File: src/rtl/alu_ctrl.sv
// Instruction sequencer for the 8-bit combinational ALU: decodes instruction bytes,
// feeds operands from ACC and a 4-entry register file, and writes results back.
// Optional zero flag (OUT_Z) is enabled by defining ALU_CTRL_ZFLAG_EN.
module alu_ctrl #(
  parameter int unsigned NREGS = 4
) (
  input  logic       CLK,
  input  logic       RST_N,
  input  logic [7:0] IN_INSTR,
  input  logic       IN_VALID,
  output logic       OUT_READY,
  output logic [7:0] OUT_ALU_A,
  output logic [7:0] OUT_ALU_R,
  output logic [2:0] OUT_ALU_OP,
  input  logic [7:0] IN_ALU_RES,
  input  logic       IN_ALU_CY,
  output logic [7:0] OUT_ACC,
`ifdef ALU_CTRL_ZFLAG_EN
  output logic       OUT_CY,
  output logic       OUT_Z
`else
  output logic       OUT_CY
`endif
);

  localparam logic [2:0] OpAdd = 3'b000;
  localparam logic [2:0] OpSub = 3'b001;
  localparam logic [2:0] OpSt  = 3'b111;

  typedef enum logic [1:0] {StIdle, StExec, StImm} state_e;

  state_e     state_q, state_d;
  logic [2:0] op_q, op_d;
  logic       sub_q, sub_d;
  logic [1:0] sel_q, sel_d;
  logic [7:0] acc_q, acc_d;
  logic       cy_q, cy_d;
  logic [7:0] regs_q [NREGS];
  logic [7:0] regs_d [NREGS];
`ifdef ALU_CTRL_ZFLAG_EN
  logic       z_q, z_d;
`endif

  // Reserved instruction bits carry no meaning.
  logic unused_rsvd;
  assign unused_rsvd = ^IN_INSTR[3:2];

  always_ff @(posedge CLK or negedge RST_N) begin
    if (!RST_N) begin
      state_q <= StIdle;
      op_q    <= '0;
      sub_q   <= 1'b0;
      sel_q   <= '0;
      acc_q   <= '0;
      cy_q    <= 1'b0;
      for (int i = 0; i < NREGS; i++) regs_q[i] <= '0;
`ifdef ALU_CTRL_ZFLAG_EN
      z_q     <= 1'b0;
`endif
    end else begin
      state_q <= state_d;
      op_q    <= op_d;
      sub_q   <= sub_d;
      sel_q   <= sel_d;
      acc_q   <= acc_d;
      cy_q    <= cy_d;
      regs_q  <= regs_d;
`ifdef ALU_CTRL_ZFLAG_EN
      z_q     <= z_d;
`endif
    end
  end

  always_comb begin
    state_d   = state_q;
    op_d      = op_q;
    sub_d     = sub_q;
    sel_d     = sel_q;
    acc_d     = acc_q;
    cy_d      = cy_q;
    regs_d    = regs_q;
`ifdef ALU_CTRL_ZFLAG_EN
    z_d       = z_q;
`endif
    OUT_READY = 1'b0;
    unique case (state_q)
      StIdle: begin
        OUT_READY = 1'b1;
        if (IN_VALID) begin
          op_d    = IN_INSTR[7:5];
          sub_d   = IN_INSTR[4];
          sel_d   = IN_INSTR[1:0];
          state_d = (IN_INSTR[7:5] == OpSt && IN_INSTR[4]) ? StImm : StExec;
        end
      end
      StExec: begin
        if (op_q == OpSt) begin
          // LDI never reaches EXEC; guard keeps the store strictly to ST.
          if (!sub_q) regs_d[sel_q] = acc_q;
        end else begin
          acc_d = IN_ALU_RES;
          if (op_q == OpAdd || op_q == OpSub) cy_d = IN_ALU_CY;
`ifdef ALU_CTRL_ZFLAG_EN
          z_d = (IN_ALU_RES == 8'h00);
`endif
        end
        state_d = StIdle;
      end
      StImm: begin
        OUT_READY = 1'b1;
        if (IN_VALID) begin
          regs_d[sel_q] = IN_INSTR;
          state_d       = StIdle;
        end
      end
      default: state_d = StIdle;
    endcase
  end

  assign OUT_ALU_A  = acc_q;
  assign OUT_ALU_R  = regs_q[sel_q];
  assign OUT_ALU_OP = op_q;
  assign OUT_ACC    = acc_q;
  assign OUT_CY     = cy_q;
`ifdef ALU_CTRL_ZFLAG_EN
  assign OUT_Z      = z_q;
`endif

endmodule

File: config.mk
export PLATFORM = sky130hd
export DESIGN_NAME = alu_ctrl
export DESIGN_NICKNAME = d
export VERILOG_FILES = /design/src/rtl/alu_ctrl.sv
export SDC_FILE = /design/constraint.sdc
export NUM_CORES = 1
export LEC_CHECK = 0
export ABC_CLOCK_PERIOD_IN_PS = 2100
export CAP_MARGIN = 0
export CELL_PAD_IN_SITES_DETAIL_PLACEMENT = 1
export CELL_PAD_IN_SITES_GLOBAL_PLACEMENT = 1
export CORE_MARGIN = 3
export CORE_UTILIZATION = 41
export DETAILED_ROUTE_END_ITERATION = 8
export PLACE_DENSITY = 0.83
export SYNTH_ARGS = -nofsm -noshare
export SYNTH_HDL_FRONTEND = slang
export SYNTH_SLANG_ARGS = --single-unit
File: constraint.sdc
create_clock -name CLK -period 2.1 [get_ports CLK]
set_input_delay 0.42 -clock CLK [delete_from_list [all_inputs] [get_ports CLK]]
set_output_delay 0.42 -clock CLK [all_outputs]
set_load 0.02 [all_outputs]
Yosys cells after proc, flatten, opt, wreduce, memory -nomap -nowiden
Cells that the tools add are included.
Word-level totals
  output and inout port bits: 29
  register bits after elaboration: 49
  input bits: 20
  logic and storage cells: 51
Cells by class
  equality and inequality tests: 9
  reduce and logical (&&, ||, !) cells: 12
  bitwise operators: 2
  $lt $le $gt $ge: 2
  multiplexer cells: 16
Operators by type and width (number)
  two-way mux 32 bit: 3
  bitwise mux 32 bit: 2
  case mux 32 bit (2 select lines): 1
  two-way mux 8 bit: 3
  binary-select mux 8 bit (select 2 bit): 1
  demux 8 bit (select 2 bit): 1
  inequality test 2 bit, second input constant: 4
  equality test 3 bit, second input constant: 2
  two-way mux 2 bit: 3
  AND reduction 2 bit: 3
  case mux 2 bit (2 select lines): 1
  AND reduction 4 bit: 1
  equality test 3 x 1 -> 1 bit, second input constant: 1
  greater-or-equal comparator 3 bit, second input constant: 1
  logical NOT 3 bit: 1
  less-than comparator 3 x 1 -> 1 bit, second input constant: 1
  NOT 2 -> 3 bit: 1
  AND reduction 3 bit: 1
  equality test 2 x 1 -> 1 bit, second input constant: 1
  equality test 2 bit, second input constant: 1
  logical AND 1 bit: 2
  logical NOT 2 bit: 1
  nonzero test 2 bit: 1
  OR reduction 2 bit: 1
  3 further kinds: 3

Depth between registers and ports, before layout
Gate-level depths: netlist (run 1).
  word-level depth: 9
  depth in mapped cells: 5
  gate-level depth less buffers: 3

Worst setup path after synthesis (run 1)
No wires, ideal clock.
  path type: reg2out
  start point: register sel_q[0]
  end point: output OUT_ALU_R[0]
  data arrival time: 1.241 ns
  stages on the path, launching flop included: 3
  buffers on the path: 1
  setup slack: 0.439 ns
  cell sequence: dfrtp_1 buf_2 mux4_2
On the way
  word-level cells in the longest chain between the ends: 4
RTL lines
  start, declared: RTL line 35  | logic [1:0] sel_q, sel_d;
  start signal, assigned: RTL line 64  | sel_q <= sel_d;
  NOT 2 -> 3 bit (not written as such): RTL line 121  | assign OUT_ALU_R = regs_q[sel_q];
  binary-select mux 8 bit (select 2 bit): RTL line 121
  two-way mux 8 bit (not written as such) (2 in series): RTL line 121
  end, declared: RTL line 13  | output logic [7:0] OUT_ALU_R,
No other way between the ends. The select of a mux whose other input is x is not followed.

Final worst setup path (run 1)
  start point: register sel_q[0]
  end point: output OUT_ALU_R[5]
The elaborated chain is that of the path after synthesis.

==> results by group, run 1 <==
Logic synthesis
  • Synthesized cell area: 0.00251 mm²
  • Average cell area after synthesis: 11.9 µm²
  • Combinational family with the most area after synthesis: compound AO/OA/AOI/OAI gates
  • Adder-cell share of the synthesized area: 0%
  • Distinct cells, synth: 28
  • Sequential element share of the synthesized area: about 49%
  • Top-area cell type share of the netlist area: 48.8%
  • Post-synth EDFFs: 0
  • Cell type with the highest aggregate area in the netlist: sky130_fd_sc_hd__dfrtp_1
  • Synth Area in XOR/XNOR: 0%
  • Compound-cell area share of the yosys netlist: 22.0%
  • Share of flip-flops with an asynchronous set or reset after synthesis: 100%
  • Synth Net Count: about 230
  • Top FF cell, synth: sky130_fd_sc_hd__dfrtp_1
  • Flop and latch count out of synthesis: 49
  • Proportion of synthesized area in mux cells: between 10% and 20%
  • Synthesis Warnings: 0
  • Number of instances in the synthesized netlist: 211
  • Most instantiated library cell after synthesis: sky130_fd_sc_hd__dfrtp_1
  • Synthesized-area fraction occupied by and/or/nand/nor cells: 8.01%
  • Largest cells by area after synthesis: sky130_fd_sc_hd__dfrtp_1 (49%), sky130_fd_sc_hd__a22oi_1 (9.6%), sky130_fd_sc_hd__mux4_2 (7.2%)
  • Top cell types by occurrence after synthesis: sky130_fd_sc_hd__dfrtp_1 (49), sky130_fd_sc_hd__a21oi_1 (33), sky130_fd_sc_hd__a22oi_1 (32), sky130_fd_sc_hd__a211oi_1 (16), sky130_fd_sc_hd__buf_4 (9)

Setup path
  • List of cells traversed by the critical path: buf_4 -> mux4_2 -> clkbuf_2
  • Delay of the slowest cell on the worst path: 0.49 ns
  • Worst reg-to-reg setup slack: 0.26 ns
  • Worst-path fanout max: 7
  • Worst Setup Start Kind: flop
  • Category of the critical setup timing path: flop to output pin
  • Req. time, crit path: 1.68 ns
  • R2R cell count: 5
  • Reg-to-reg endpoint: regs_q[29]$_DFFE_PN0P_
  • Sort of element at the end of the critical path: output pin
  • Beginning of the worst register-to-register path: sel_q[1]$_DFFE_PN0P_
  • Data arrival time of the critical path: 1.53 ns
  • Slowest CP cell: sky130_fd_sc_hd__mux4_2

Layout
  • Area added between synthesis and finish: 25.5%
  • Final design area excluding fillers: 0.00316 mm²
  • Layout Nets: 273
  • Number of fill cells: 582
  • Total inserted antenna cells: 0
  • Fraction of final layout cells with drive strength greater than 1: 22.4%

Floorplan
  • Width of the die: 84.3 µm
  • Die Y: 84.3 µm
  • Floorplan core area: 0.00571 mm²
  • Row count: 27
  • Number of ports placed on the die boundary: 49
  • Area enclosed by the die boundary: about 0.0071 mm²
  • Effective utilization at floorplan: ~44%

Flow run
  • Maxcap violations: 0

Placement
  • Final weighted congestion of routability-driven global placement: 0.754
  • Half-perimeter wire length after detailed placement: 4590 µm
  • Post-placement cell area: 0.00306 mm²
  • Number of port buffers: 48

Route
  • Vias per Instance: 6.16
  • Wire length per cell after detailed routing: about 20 µm
  • Drt first pass iters: 4
  • Via total after detailed routing: 2008
  • Detailed-route wire length: around 6700 µm
  • DR iter-0 viols: between 100 and 150
  • Number of antenna-violating nets in the routed design: 0
  • Number of design rule violations left after detail routing: 0

STA
  • Final number of setup-violating endpoints: 0
  • Slew at the pin closest to its max-slew limit: 0.550 ns
  • Highest clock rate: just over 500 MHz
  • Final Hold Violating Endpoints: 0
  • Max-slew violation total from the final report: 0
  • Time the final worst path needs with I/O delays and setup: slightly below 2 ns
  • Setup tns final: 0 ns
  • Setup skew after layout: 0.00702 ns
  • Final Cycle Share: 93.0%
  • Slew margin rel.: 63.3%
  • RSZ-0062 raised after global routing: false

Global routing
  • Overall global routing resource usage: 19.3%
  • Largest net degree at the start of global routing: 50
  • Via count of the first global-routing pass: about 2100
  • First-pass GRT wire length: 11000 µm
  • Antenna violations before repair: 0
  • Total grt overflow: 0

Clocking
  • Number of levels the H-tree was split into: 2
  • CTS tree: yes
  • Number of hold-repair buffers added at the cts stage: 0
  • Clock sink count: 49
  • Inserted Clock Buffers: 5
  • Clock buffer depth: 2
  • Skew-Pair Late Insertion Delay: about 0.31 ns
  • Clock slew at the register clock pins of the worst setup and hold paths: about 0.090 ns
  • Clock tree root buffer cell: sky130_fd_sc_hd__clkbuf_8

Run status
  • Status: complete, no violations

Min path
  • Worst hold-check path type: primary input to async pin

Power and ir drop
  • Leakage Power: ~1.2 nW
  • Worst-case vdd ir drop: 0.494 mV
  • Pwr Total: 3.59 mW
  • Power per Cell Area: 1140 mW/mm²
[critical path, delay by kind of cell (launching register included)]
family	cells	cell delay (ns)
buffers and inverters	2	0.35
DFF	1	0.40
muxes	1	0.49
[cell type report]
cell class              instances  area, µm²  area share, %
well taps                      72       90.1           2.85
clock inverters                 3       65.1           2.06
repair buffers                 62        578           18.3
multi-input cells             132       1120           35.4
inverters                       3       11.3          0.357
flip-flops and latches         49       1230           38.8
clock buffers                   5       68.8           2.18
[metal layers]
metal	part of all wire [%]	global-route usage, %	vias to the layer above	routed length, µm
met3	6.3	5.00	9	420
met1	46	27.4	1028	3070
met2	46	29.2	71	3110
met5	0	0	-	0
li1	-	-	900	-
met4	1.5	5.70	0	102
[repair_timing]
item	CTS	global route
gates cloned	0	0
buffers inserted	0	0
gates resized for setup	16	8
endpoints found under the setup margin	8	8
[stage by stage]
stage / hold slack, ns / worst slack [ns] / utilization [%] / cells
finish: 0.0825 / 0.146 / 55.3 / 326
global route: 0.0985 / 0.0530 / 55.3 / 326
CTS: 0.0974 / 0.00503 / 56.0 / 326
detailed placement: 0.432 / 0.0833 / 53.6 / 318
global placement: 0.427 / 0.0928 / 53.6 / 318
floorplan: 0.124 / 0.439 / - / 211
[where the power goes]
part,internal [mW],switching (mW)
sequential,1.23,0.215
clock,0.473,0.326
combinational,0.684,0.655
total,2.39,1.20
[sequential cells by signal (all words and copies together) (netlist names)]
signal / cells
OUT_ACC: 8
OUT_ALU_OP: 3
sub_q: 1
OUT_CY: 1
regs_q: 32
state_q: 2
sel_q: 2
[cell families (layout without fill, tap and decap cells)]
| logic type | after synthesis | after routing |
|---|---|---|
| flops | 49 | 49 |
| compound gates | 85 | 85 |
| simple gates | 26 | 26 |
| buf+inv | 30 | 73 |
| mux | 21 | 21 |
[layout by cell type (no fill, tap or decap), drive strengths merged, types with 2 or more instances in the layout]
| cell | n |
|---|---|
| dfrtp | 49 |
| clkbuf | 13 |
| bufinv | 2 |
| nand2b | 2 |
| clkdlybuf4s50 | 39 |
| a22oi | 32 |
| nand2 | 2 |
| nor3b | 2 |
| a211oi | 16 |
| inv | 2 |
| mux4 | 8 |
| and3b | 8 |
| a31o | 2 |
| clkinv | 2 |
| mux2 | 13 |
| buf | 15 |
| a21oi | 33 |
| o21ai | 2 |
| nand4 | 4 |
[worst max-delay path by stage]
stage	startpoint	end	slack, ns	cells after the start
after global routing	sel_q[0]$_DFFE_PN0P_	OUT_ALU_R[5]	0.05	3
after detailed placement	IN_VALID	regs_q[10]$_DFFE_PN0P_	0.08	4
after floorplan	sel_q[0]$_DFFE_PN0P_	OUT_ALU_R[0]	0.44	2
after CTS	sel_q[0]$_DFFE_PN0P_	OUT_ALU_R[5]	0.005	3
final	sel_q[0]$_DFFE_PN0P_	OUT_ALU_R[5]	0.15	3
after global placement	sel_q[0]$_DFFE_PN0P_	OUT_ALU_R[5]	0.09	3
Note: power is estimated with default switching activity, not from simulation.
==> run 2, diff against run 1 <==
--- a/config.mk
+++ b/config.mk
@@ -5,7 +5,7 @@
 export SDC_FILE = /design/constraint.sdc
 export NUM_CORES = 1
 export LEC_CHECK = 0
-export ABC_CLOCK_PERIOD_IN_PS = 2100
+export ABC_CLOCK_PERIOD_IN_PS = 2200
 export CAP_MARGIN = 0
 export CELL_PAD_IN_SITES_DETAIL_PLACEMENT = 1
 export CELL_PAD_IN_SITES_GLOBAL_PLACEMENT = 1
==> constraint.sdc (replaced) <==
create_clock -name CLK -period 2.2 [get_ports CLK]
set_input_delay 0.44 -clock CLK [delete_from_list [all_inputs] [get_ports CLK]]
set_output_delay 0.44 -clock CLK [all_outputs]
set_load 0.02 [all_outputs]
==> results by group, run 2 (synthesis results as in run 1) <==
Run status
  • Status: complete, no violations (unchanged)

Clocking
  • Number of levels the H-tree was split into: 2 (unchanged)
  • Number of hold-repair buffers added at the cts stage: 0 (unchanged)
  • Post-CTS setup-driven buffer insertion count: 0 (unchanged)
  • Clock tree root buffer cell: sky130_fd_sc_hd__clkbuf_8 (unchanged)
  • Clock buffer depth: 2 (unchanged)
  • CTS tree: yes (unchanged)
  • Clock slew at the register clock pins of the worst setup and hold paths: 0.09 ns (about the same)
  • Number of gates resized after CTS: 8 (was 16)
  • Inserted Clock Buffers: 5 (unchanged)
  • Clock sink count: 49 (unchanged)
  • Skew-Pair Late Insertion Delay: 0.31 ns (about the same)

Route
  • DR iter-0 viols: 76 (was 120)
  • Via total after detailed routing: 1957 (was 2008)
  • Vias per Instance: 6.06 (was 6.16)
  • Detailed-route wire length: 6690 µm (was 6710 µm)
  • Wire length per cell after detailed routing: 20.7 µm (was 20.6 µm)
  • Drt first pass iters: 4 (unchanged)
  • Number of design rule violations left after detail routing: 0 (unchanged)
  • Number of antenna-violating nets in the routed design: 0 (unchanged)

Layout
  • Fraction of final layout cells with drive strength greater than 1: 18.3% (was 22.4%)
  • Area added between synthesis and finish: 24.6% (was 25.5%)
  • Total inserted antenna cells: 0 (unchanged)
  • Final std cells w/o fill: 323 (was 326)
  • Number of flip-flops under the largest register name: 32 (unchanged)
  • Top register by number of flip-flops: regs_q (unchanged)
  • Most frequent standard cell in the layout excluding fill and tap cells: sky130_fd_sc_hd__dfrtp_1 (unchanged)
  • Commonest non-fill, non-tap cells in the layout: sky130_fd_sc_hd__dfrtp_1 (49), sky130_fd_sc_hd__clkdlybuf4s50_1 (39), sky130_fd_sc_hd__a21oi_1 (33), sky130_fd_sc_hd__a22oi_1 (32), sky130_fd_sc_hd__a211oi_1 (16) (unchanged)
  • Layout Nets: 270 (was 273)
  • Number of fill cells: 600 (was 582)

Setup path
  • Reg-to-reg endpoint: regs_q[31]$_DFFE_PN0P_ (was regs_q[29]$_DFFE_PN0P_)
  • Sort of element at the end of the critical path: output pin (unchanged)
  • Beginning of the worst register-to-register path: state_q[1]$_DFFE_PN0P_ (was sel_q[1]$_DFFE_PN0P_)
  • Delay of the slowest cell on the worst path: 0.50 ns (was 0.49 ns)
  • Number of buffer and inverter instances along the worst setup path: 2 (unchanged)
  • Worst Setup Start Kind: flop (unchanged)
  • Slowest CP cell: sky130_fd_sc_hd__mux4_2 (unchanged)
  • Category of the critical setup timing path: flop to output pin (unchanged)
  • Req. time, crit path: 1.76 ns (was 1.68 ns)
  • Cell family with the largest share of critical-path delay: multiplexers (unchanged)
  • Worst reg-to-reg setup slack: 0.19 ns (was 0.26 ns)
  • R2R cell count: 3 (was 5)
  • Data arrival time of the critical path: 1.70 ns (was 1.53 ns)
  • List of cells traversed by the critical path: buf_12 -> mux4_2 -> dlygate4sd2_1 (was buf_4 -> mux4_2 -> clkbuf_2)
  • Worst-path fanout max: 7 (unchanged)

Min path
  • Worst hold-check path type: primary input to async pin (unchanged)

Power and ir drop
  • Worst-case vdd ir drop: 0.429 mV (was 0.494 mV)
  • Net switching power figure: 1.13 mW (was 1.20 mW)
  • Part of the power in the clock network: 18.1% (was 22.3%)
  • Net switching fraction of the power: 34.6% (was 33.3%)
  • Comb pwr share: 39.3% (was 37.3%)
  • Cell-internal power: 2.13 mW (was 2.39 mW)
  • Leakage Power: 1.20 nW (was 1.23 nW)
  • Power per Cell Area: 1040 mW/mm² (was 1140 mW/mm²)
  • Part of the power in registers: 42.7% (was 40.4%)

STA
  • Time the final worst path needs with I/O delays and setup: ~2.1 ns
  • Highest clock rate: 468 MHz
  • Final Cycle Share: a little over nine tenths
  • Min setup slack post-route: 0.0626 ns (was 0.146 ns)
  • Slew margin rel.: 62.6% (was 63.3%)
  • Max-slew violation total from the final report: 0 (unchanged)
  • Final number of setup-violating endpoints: 0 (unchanged)
  • RSZ-0062 raised after global routing: false (unchanged)
  • Final Hold Violating Endpoints: 0 (unchanged)
  • Slew at the pin closest to its max-slew limit: 0.560 ns (was 0.550 ns)
  • Setup skew after layout: 0.00646 ns (was 0.00702 ns)
  • Setup tns final: 0 ns (unchanged)

Placement
  • Place WS: 0.161 ns (was 0.0833 ns)
  • Dpl cells: 315 (was 318)
  • Final weighted congestion of routability-driven global placement: 0.763 (was 0.754)
  • Half-perimeter wire length after detailed placement: 4800 µm (was 4590 µm)
  • Number of port buffers: 48 (unchanged)

Floorplan
  • Number of ports placed on the die boundary: 49 (unchanged)
  • Effective utilization at floorplan: 44.0% (unchanged)
  • Floorplan core area: 0.00571 mm² (unchanged)
  • Die Y: 84.3 µm (unchanged)
  • Row count: 27 (unchanged)
  • Width of the die: 84.3 µm (unchanged)
  • Area enclosed by the die boundary: 0.00711 mm² (unchanged)

Global routing
  • Antenna violations before repair: 0 (unchanged)
  • First-pass GRT wire length: 11100 µm (was 11000 µm)
  • Via count of the first global-routing pass: 2151 (was 2131)
  • Total grt overflow: 0 (unchanged)
  • Overall global routing resource usage: 19.7% (was 19.3%)
  • Largest net degree at the start of global routing: 28 (was 50)

Flow run
  • Maxcap violations: 0 (unchanged)
-- run 2: changes by cell type in the layout (fill, tap and decap cells not counted), sizes merged --
cell / previous run / this run
bufinv: 2 / 0
clkdlybuf4s15: 0 / 1
dlygate4sd2: 0 / 7
buf: 15 / 12
clkbuf: 13 / 7
-- run 2: metal layers --
layer	global-route usage, %	vias to the layer above	wire, µm
met5	0	-	0
met3	4.51	8	341
met2	31.6	66	3180
met1	27.2	988	3090
li1	-	895	-
met4	4.39	0	74
-- run 2: per-stage QoR --
step	power, mW	hold WS (ns)	utilization, %	cell area, µm²
after global placement	2.68	0.454	53.3	3040
after detailed placement	2.74	0.458	53.3	3040
after floorplan	2.20	0.144	-	2510
final	3.26	0.113	54.9	3130
after CTS	3.28	0.127	54.9	3130
after global routing	3.45	0.151	54.9	3130
-- run 2: worst max path at each step --
stage,slack (ns),startpoint,endpoint,cells past startpoint
final,0.06,sel_q[0]$_DFFE_PN0P_,OUT_ALU_R[7],3
after global routing,0.01,sel_q[0]$_DFFE_PN0P_,OUT_ALU_R[7],3
after CTS,0.04,sel_q[0]$_DFFE_PN0P_,OUT_ALU_R[7],3
after detailed placement,0.16,IN_VALID,regs_q[31]$_DFFE_PN0P_,4
after global placement,0.17,sel_q[0]$_DFFE_PN0P_,OUT_ALU_R[5],3
after floorplan,0.52,sel_q[0]$_DFFE_PN0P_,OUT_ALU_R[0],2
-- run 2: layout make-up --
cell class,instances,area [µm²],share of cell area (%)
multi-input cells,132,1120,35.7
clock inverters,1,5.00,0.160
flip-flops and latches,49,1230,39.1
inverters,3,11.3,0.359
well taps,72,90.1,2.88
clock buffers,7,96.3,3.08
repair buffers,59,587,18.7
-- run 2: power by group through the flow --
stage          registers [mW]  clock network, mW  logic (mW)
2_1_floorplan            1.40                  0       0.799
3_3_place_gp             1.38                  0        1.30
3_5_place_dp             1.41                  0        1.33
4_1_cts                  1.39              0.602        1.29
5_1_grt                  1.43              0.639        1.38
6_report                 1.39              0.588        1.28
==> run 3, diff against run 2 <==
--- a/config.mk
+++ b/config.mk
@@ -13,6 +13,7 @@
 export CORE_UTILIZATION = 41
 export DETAILED_ROUTE_END_ITERATION = 8
 export PLACE_DENSITY = 0.83
+export SLEW_MARGIN = 20
 export SYNTH_ARGS = -nofsm -noshare
 export SYNTH_HDL_FRONTEND = slang
 export SYNTH_SLANG_ARGS = --single-unit
==> results of run 3 <==
No change in the layout: final DEF, timing and power equal those of run 2.
